===== src/rtl/ex_stage.sv =====
// Execute stage: ID/EX register, operand forwarding, ALU, branch resolution and EX/MEM register.
// The registered ALU result doubles as the hot forwarding source back to the hazard unit.
module ex_stage #(
   parameter int unsigned DW        = 16,
   parameter logic [15:0] NOP_INSTR = 16'h7000
) (
   input  logic          clk,
   input  logic          rst,
   input  logic          id_valid,
   input  logic [15:0]   id_instr,
   input  logic [15:0]   id_pc,
   input  logic [DW-1:0] id_rs_data,
   input  logic [DW-1:0] id_rt_data,
   input  logic [1:0]    fw_op1_sel,
   input  logic [1:0]    fw_op2_sel,
   input  logic [DW-1:0] fw_cold_data,
   input  logic          stall,
   input  logic          flush,
   output logic          ex_valid,
   output logic [DW-1:0] ex_alu_res,
   output logic [DW-1:0] ex_store_data,
   output logic [2:0]    ex_rd_addr,
   output logic          ex_reg_we,
   output logic          ex_mem_re,
   output logic          ex_mem_we,
   output logic          branch_taken,
   output logic [15:0]   branch_target
);

   localparam logic [3:0] OpR    = 4'd0;
   localparam logic [3:0] OpAddi = 4'd1;
   localparam logic [3:0] OpSlti = 4'd3;
   localparam logic [3:0] OpLw   = 4'd4;
   localparam logic [3:0] OpSw   = 4'd5;
   localparam logic [3:0] OpBeq  = 4'd6;

   // ID/EX pipeline register
   logic          idex_valid_q;
   logic [15:0]   idex_instr_q;
   logic [15:0]   idex_pc_q;
   logic [DW-1:0] idex_rs_q;
   logic [DW-1:0] idex_rt_q;

   logic [3:0]    opcode;
   logic [2:0]    f_rs, f_rt, f_rd, funct;
   logic [5:0]    imm6;
   logic [DW-1:0] imm_sext;
   logic [15:0]   imm_sext16;
   logic [DW-1:0] op_a, op_b;
   logic [DW-1:0] alu_res;
   logic [2:0]    dest;
   logic          writes_reg, is_load, is_store, is_beq;
   logic          ex_live, br_fire;

   assign opcode     = idex_instr_q[15:12];
   assign f_rs       = idex_instr_q[11:9];
   assign f_rt       = idex_instr_q[8:6];
   assign f_rd       = idex_instr_q[5:3];
   assign funct      = idex_instr_q[2:0];
   assign imm6       = idex_instr_q[5:0];
   assign imm_sext   = {{(DW-6){imm6[5]}}, imm6};
   assign imm_sext16 = {{10{imm6[5]}}, imm6};

   always_comb begin
      op_a = idex_rs_q;
      unique case (fw_op1_sel)
         2'd1:    op_a = ex_alu_res;
         2'd2:    op_a = fw_cold_data;
         default: op_a = idex_rs_q;
      endcase
   end

   always_comb begin
      op_b = idex_rt_q;
      unique case (fw_op2_sel)
         2'd1:    op_b = ex_alu_res;
         2'd2:    op_b = fw_cold_data;
         default: op_b = idex_rt_q;
      endcase
   end

   always_comb begin
      alu_res    = '0;
      dest       = 3'd0;
      writes_reg = 1'b0;
      is_load    = 1'b0;
      is_store   = 1'b0;
      is_beq     = 1'b0;
      case (opcode)
         OpR: begin
            dest       = f_rd;
            writes_reg = 1'b1;
            unique case (funct)
               3'd0: alu_res = op_a + op_b;
               3'd1: alu_res = op_a - op_b;
               3'd2: alu_res = op_a & op_b;
               3'd3: alu_res = op_a | op_b;
               3'd4: alu_res = op_a ^ op_b;
               3'd5: alu_res = {{(DW-1){1'b0}}, ($signed(op_a) < $signed(op_b))};
               3'd6: alu_res = op_a << op_b[3:0];
               3'd7: alu_res = op_a >> op_b[3:0];
               default: alu_res = '0;
            endcase
         end
         OpAddi: begin
            alu_res    = op_b + imm_sext;
            dest       = f_rs;
            writes_reg = 1'b1;
         end
         OpSlti: begin
            alu_res    = {{(DW-1){1'b0}}, ($signed(op_b) < $signed(imm_sext))};
            dest       = f_rs;
            writes_reg = 1'b1;
         end
         OpLw: begin
            alu_res    = op_a + imm_sext;
            dest       = f_rt;
            writes_reg = 1'b1;
            is_load    = 1'b1;
         end
         OpSw: begin
            alu_res  = op_a + imm_sext;
            is_store = 1'b1;
         end
         OpBeq: begin
            is_beq = 1'b1;
         end
         default: ;
      endcase
   end

   assign ex_live = idex_valid_q && !stall;
   // A stalled beq is neither reported nor self-flushed, so it resolves once the stall drops.
   assign br_fire = ex_live && is_beq && (op_a == op_b);

   always_ff @(posedge clk) begin
      if (rst || flush || br_fire) begin
         idex_valid_q <= 1'b0;
         idex_instr_q <= NOP_INSTR;
         idex_pc_q    <= '0;
         idex_rs_q    <= '0;
         idex_rt_q    <= '0;
      end else if (!stall) begin
         idex_valid_q <= id_valid;
         idex_instr_q <= id_valid ? id_instr : NOP_INSTR;
         idex_pc_q    <= id_valid ? id_pc : '0;
         idex_rs_q    <= id_valid ? id_rs_data : '0;
         idex_rt_q    <= id_valid ? id_rt_data : '0;
      end
   end

   // Data fields hold across bubbles so the hot forward stays stable.
   always_ff @(posedge clk) begin
      if (rst) begin
         ex_valid      <= 1'b0;
         ex_alu_res    <= '0;
         ex_store_data <= '0;
         ex_rd_addr    <= 3'd0;
         ex_reg_we     <= 1'b0;
         ex_mem_re     <= 1'b0;
         ex_mem_we     <= 1'b0;
         branch_taken  <= 1'b0;
         branch_target <= '0;
      end else begin
         ex_valid     <= ex_live;
         ex_reg_we    <= ex_live && writes_reg && (dest != 3'd0);
         ex_mem_re    <= ex_live && is_load;
         ex_mem_we    <= ex_live && is_store;
         branch_taken <= br_fire;
         if (ex_live) begin
            ex_alu_res    <= alu_res;
            ex_store_data <= op_b;
            ex_rd_addr    <= dest;
            branch_target <= idex_pc_q + 16'd1 + imm_sext16;
         end
      end
   end

endmodule


===== config.mk =====
export PLATFORM = sky130hd
export DESIGN_NAME = ex_stage
export DESIGN_NICKNAME = d
export VERILOG_FILES = /design/src/rtl/ex_stage.sv
export SDC_FILE = /design/constraint.sdc
export NUM_CORES = 1
export LEC_CHECK = 0
export BUFFER_PORTS_ARGS = -buffer_cell sky130_fd_sc_hd__buf_2
export CORE_MARGIN = 2
export CORE_UTILIZATION = 55
export CTS_CLUSTER_DIAMETER = 40
export DETAILED_ROUTE_END_ITERATION = 6
export PLACE_DENSITY_LB_ADDON = 0.05
export RECOVER_POWER = 25
export REMOVE_ABC_BUFFERS = 1
export SLEW_MARGIN = 10
export SYNTH_ARGS = -nofsm -noshare
export SYNTH_HDL_FRONTEND = slang
export SYNTH_SLANG_ARGS = --single-unit

===== constraint.sdc =====
create_clock -name clk -period 4.3 [get_ports clk]
set_clock_uncertainty 0.1 [all_clocks]
set_input_delay 0.215 -clock clk [delete_from_list [all_inputs] [get_ports clk]]
set_output_delay 0.215 -clock clk [all_outputs]
set_load 0.02 [all_outputs]

---- Word-level counts from Yosys, hierarchy flattened ----
Index checks and enable logic that the tools add are counted.
cells by class
  add/subtract/negate cells ............... 6
  order comparisons ....................... 2
  eq/ne operators ......................... 17
  shifts and indexed selects .............. 2
  multiplexer cells ....................... 13
  bitwise operators ....................... 3
  reductions and logical operators ........ 16
operators by type and width
  kind                                                             count
  16-bit one-hot mux with 8 select lines                           1
  16-bit adder                                                     4
  16-bit 2-to-1 mux                                                4
  16-bit one-hot mux with 2 select lines                           2
  16-bit one-hot mux with 4 select lines                           1
  16-bit by 1-bit adder with 16-bit output, second input constant  1
  16-bit bitwise AND                                               1
  16-bit == test                                                   1
  16-bit < comparator                                              1
  16-bit by 6-bit < comparator with 1-bit output                   1
  16-bit OR                                                        1
  16-bit by 4-bit left shift with 16-bit output                    1
  16-bit by 4-bit right shift with 16-bit output                   1
  16-bit subtractor                                                1
  16-bit XOR                                                       1
  3-bit == test, second input constant                             4
  4-bit by 3-bit == test with 1-bit output, second input constant  3
  3-bit one-hot mux with 3 select lines                            1
  1-bit logical AND                                                7
  3-bit by 2-bit == test with 1-bit output, second input constant  2
  2-bit by 1-bit == test with 1-bit output, second input constant  2
  2-bit == test, second input constant                             2
  4-bit by 1-bit == test with 1-bit output, second input constant  1
  4-bit by 2-bit == test with 1-bit output, second input constant  1
  other kinds (9)                                                  14
storage, ports and cells
  register bits ........................... 121
  input port bits ......................... 89
  output and inout bits ................... 56
  logic and storage cells ................. 73

---- Longest topological paths before layout ----
  depth in word-level cells ............... 5
  depth in mapped cells ................... 21
  gate-level depth less buffers ........... 18

---- Least setup slack after synthesis ----
OpenSTA, ideal clock, no wires.
  kind .................................... input to register
  start point ............................. input port fw_op2_sel[0]
  end point ............................... register ex_alu_res[14]
  setup time .............................. 122 ps
  arrival ................................. 3752 ps
  data required time ...................... 4078 ps
  setup slack ............................. 327 ps
  stages .................................. 18
  path buffers ............................ 5
  path through ............................ inv_1 > ha_1 > buf_2 > a221oi_1 > or2_0 > clkbuf_1 > buf_2 > buf_2 > ha_1 > clkbuf_1 > nor2b_1 > o2111ai_1 > nand3_1 > a31oi_1 > mux2_2 > a221oi_1 > a31oi_1 > a221o_1
between the ends
  longest elaborated chain between the ends .. 5
  elaborated cells on any way between the ends .. 13
  classes of those cells .................. add/sub (3); eq/ne (2); shift (2); mux (3); bitwise (3)
RTL lines
  element                                                                           line  text
  start: declaration                                                                15    input logic [1:0] fw_op2_sel,
  2-bit == test / 2-bit by 1-bit == test with 1-bit output (equally long branches)  75    unique case (fw_op2_sel)
  16-bit one-hot mux with 2 select lines *                                          75
  16-bit subtractor, or another cell as far along                                   95    3'd1: alu_res = op_a - op_b;
  16-bit one-hot mux with 8 select lines                                            93    unique case (funct)
  16-bit one-hot mux with 4 select lines *                                          89    case (opcode)
  end signal: assignment                                                            171   ex_alu_res <= alu_res;
  end: declaration                                                                  20    output logic [DW-1:0] ex_alu_res,
Mark *: on every way between the ends. The rest lies on a longest branch, timed or not.
A chain may end at the register's enable or synchronous reset.

---- Worst setup path after layout ----
  start point ............................. register ex_alu_res[0]
  end point ............................... register ex_alu_res[14]
between the ends
  longest elaborated chain between the ends .. 4
  elaborated cells on any way between the ends .. 10
  classes of those cells .................. add/sub (4); shift (2); mux (4)
RTL lines
  element                                                           line
  16-bit one-hot mux with 2 select lines, on equally long branches  66, 75
  16-bit subtractor, or another cell as far along                   95
  16-bit one-hot mux with 8 select lines                            93
  16-bit one-hot mux with 4 select lines *                          89
Marked as above.

==> results.md <==
- Pin slew with the least headroom to its limit: 1.07 ns
- Main area contributors after synthesis: dfxtp_1 (23%), ha_1 (12%), a22oi_1 (6.8%)
- Final worst-path cycle share: 92.5%
- Synth async-reset ratio: 0%
- Most frequent cells in the layout: nor2_1 (159), nand2_1 (125), dfxtp_1 (121)
- Post-Syn Area per Cell: 7.63 um^2
- Via-per-instance ratio: 6.77
- Sequential fraction of the synthesis area: 23.3%
- Final min period: 3.98 ns
- Largest fanout on the critical path: 4
- Starting Density: 55.9%
- Antenna fix cells: 0
- Die width: 142 um
- Initial antenna violation count: 0
- Post-CTS Setup Bufs: 0
- Clk_lat worst skew: 0.43 ns
- Die height: 142 um
- Cells after Synth: 1365
- Leakage power: 0.00554 uW
- Failing checks: DRC
- Clock-pin slew on the worst setup and hold paths: 0.06 ns
- Nets@finish: 1798
- H-tree Lvls: 4
- CP Class: flip-flop to flip-flop
- Distinct cells, synth: 75
- Num rows: 50
- CP Buf/Inv Count: 2
- Largest stage delay on the critical path: 0.50 ns
- Yosys warning total: 0
- Num CTS Buffers: 17
- Crit-path cells: a221o_1, o21ai_0, buf_4, ha_1, fa_1, nor2b_1, o2111ai_1, nand3_1, a31oi_1, mux2_2, a221oi_1, buf_4, a31oi_1, a221o_1
- Max-slew headroom: 28.0%
- CP Capture Type: flip-flop
- Total grt overflow: 0
- First-pass GRT wire length: 68600 um
- Fin worst setup slack: 0.321 ns
- VDD IR-drop max: 0.000272 V
- P&R area growth vs syn: 25.0%
- Most Crowded Layer GR: met2
- First DRT Iteration DRCs: 1527
- Most common cell after layout, fill and taps aside: nor2_1
- Met3 usage: 10.2%
- Slew Viols, Final: 0
- Layout cells sized above 1: 17.0%
- Max-cap viol count: 0
- I/O Buffers: 144
- Synth Cell Area: 0.0104 mm^2
- Synth area leader: dfxtp_1
- Flop and latch count out of synthesis: 121
- Via count: 12600
- Top Family by Delay on Critical Path: compound AO/OA/AOI/OAI gates
- DP HPWL: 32900 um
- Post-placement setup slack: 0.125 ns
- Max Buffers Root-to-Sink: 2
- WHS: 0.0120 ns
- Largest net degree at the start of global routing: 49
- RSZ-0062 raised after global routing: no
- DRT Pass-1 Iters: 7
- Startpoint types: flip-flop
- Final core utilization: 69.8%
- CTS tree: done
- DRC: 23
- Post-synth top area share: 23.3%
- GRT Total Usage: 44.8%
- Final hold violation count: 0
- # IOs: 145
- # fillers: 1523
- Core area: 0.0186 mm^2
- Status: complete, but fails checks
- F_max: 0.251 GHz
- Worst Path Arrival: 4.19 ns
- Met1 Resource Use GR: 57.5%
- Gpl congestion: 1.02
- Hold Path Class: input port to flip-flop
- WP data required: 4.52 ns
- Total die area: 0.0201 mm^2
- Pwr dens: 287 mW/mm^2
- Vias in the first global route: 11800
- EDFF count, synth: 0
- Met2 usage: 70.0%
- Clock Sink Count: 121
- Final setup violation count: 0
- Per-cell routed wire length: 24.9 um
- Leading register cell type out of synthesis: dfxtp_1
- CTS Root Cell: clkbuf_16
- Final WL: 46200 um
- Slowest CP cell: dfxtp_1
- Routed Antenna Nets: 0
[synth_stat cells (16+ instances only)]
library cell	count
clkbuf_1	59
a22oi_1	94
nand3_1	25
nor2b_1	22
inv_1	58
a21o_1	21
nand2_1	126
o21ai_0	70
nor2_1	159
xnor2_1	30
o21a_1	20
ha_1	98
a21oi_1	101
o22ai_1	23
buf_2	16
nor3_1	29
mux2i_1	38
a221oi_1	17
a211oi_1	23
dfxtp_1	121
[cells by family (layout without fill, tap and decap cells)]
logic type	after synthesis	in the layout	share of synthesized area, %
AOI/OAI and AO/OA	473	473	30.7
buffers and inverters	152	407	6.07
and+or+nand+nor	423	423	18.1
DFF	121	121	23.3
xor gates and xnor gates	39	39	3.28
adders and majority gates	102	102	12.5
muxes	55	55	6.14
[routing by layer]
layer,vias to the layer above,wire length [um]
li1,5503,-
met1,5802,17400
met2,988,20300
met3,262,5500
met4,0,3020
met5,-,0
[per-stage QoR]
| step | area, um^2 | cells | power (uW) | TNS, ns |
|---|---|---|---|---|
| finish | 13000 | 1854 | 3740 | 0 |
| CTS | 13100 | 1854 | 3680 | 0 |
| floorplan | 10000 | 1275 | 1800 | -1.42 |
| detailed placement | 11900 | 1758 | 2220 | 0 |
| global placement | 11900 | 1758 | 2230 | 0 |
| global route | 13000 | 1854 | 3840 | 0 |
[repair_timing]
action	in CTS	in global routing
resized for setup	0	0
setup endpoints to repair	0	0
hold buffers	64	0
hold endpoints to repair	63	0
[sequential cells by signal, summed over array words and instances (netlist names)]
signal         count
ex_alu_res        16
idex_valid_q       1
ex_store_data     16
ex_valid           1
branch_taken       1
ex_mem_re          1
branch_target     16
ex_mem_we          1
idex_rs_q         16
idex_rt_q         16
ex_reg_we          1
ex_rd_addr         3
idex_pc_q         16
idex_instr_q      16
[cell type report]
class                           count  area (um^2)  share of cell area (%)
Clock buffer                       18          429                    3.30
Tap cell                          234          293                    2.25
Sequential cell                   121         2420                    18.6
Clock inverter                     14          138                    1.06
Timing Repair Buffer              313         2110                    16.2
Multi-Input combinational cell   1092         7400                    56.8
Inverter                           62          233                    1.79
[worst min-delay path, cell delays in order]
cell,delay [ns]
buf_2,0.10
a22oi_1,0.08
nor2_1,0.10
[worst paths after layout]
path / slack [ns] / end / from / cells past startpoint
max: 0.32 / ex_alu_res[14] / ex_alu_res[0] / 14
min reg2reg: 0.35 / branch_target[10] / branch_target[10] / 2
min: 0.01 / idex_rt_q[7] / id_rt_data[7] / 3
max reg2reg: 0.32 / ex_alu_res[14] / ex_alu_res[0] / 14
[power by group]
group | switching, uW | total, uW | internal (uW)
logic | 686 | 1150 | 468
clock network | 624 | 1430 | 807
registers | 14.2 | 1150 | 1140
Note: power is estimated with default switching activity, not from simulation.
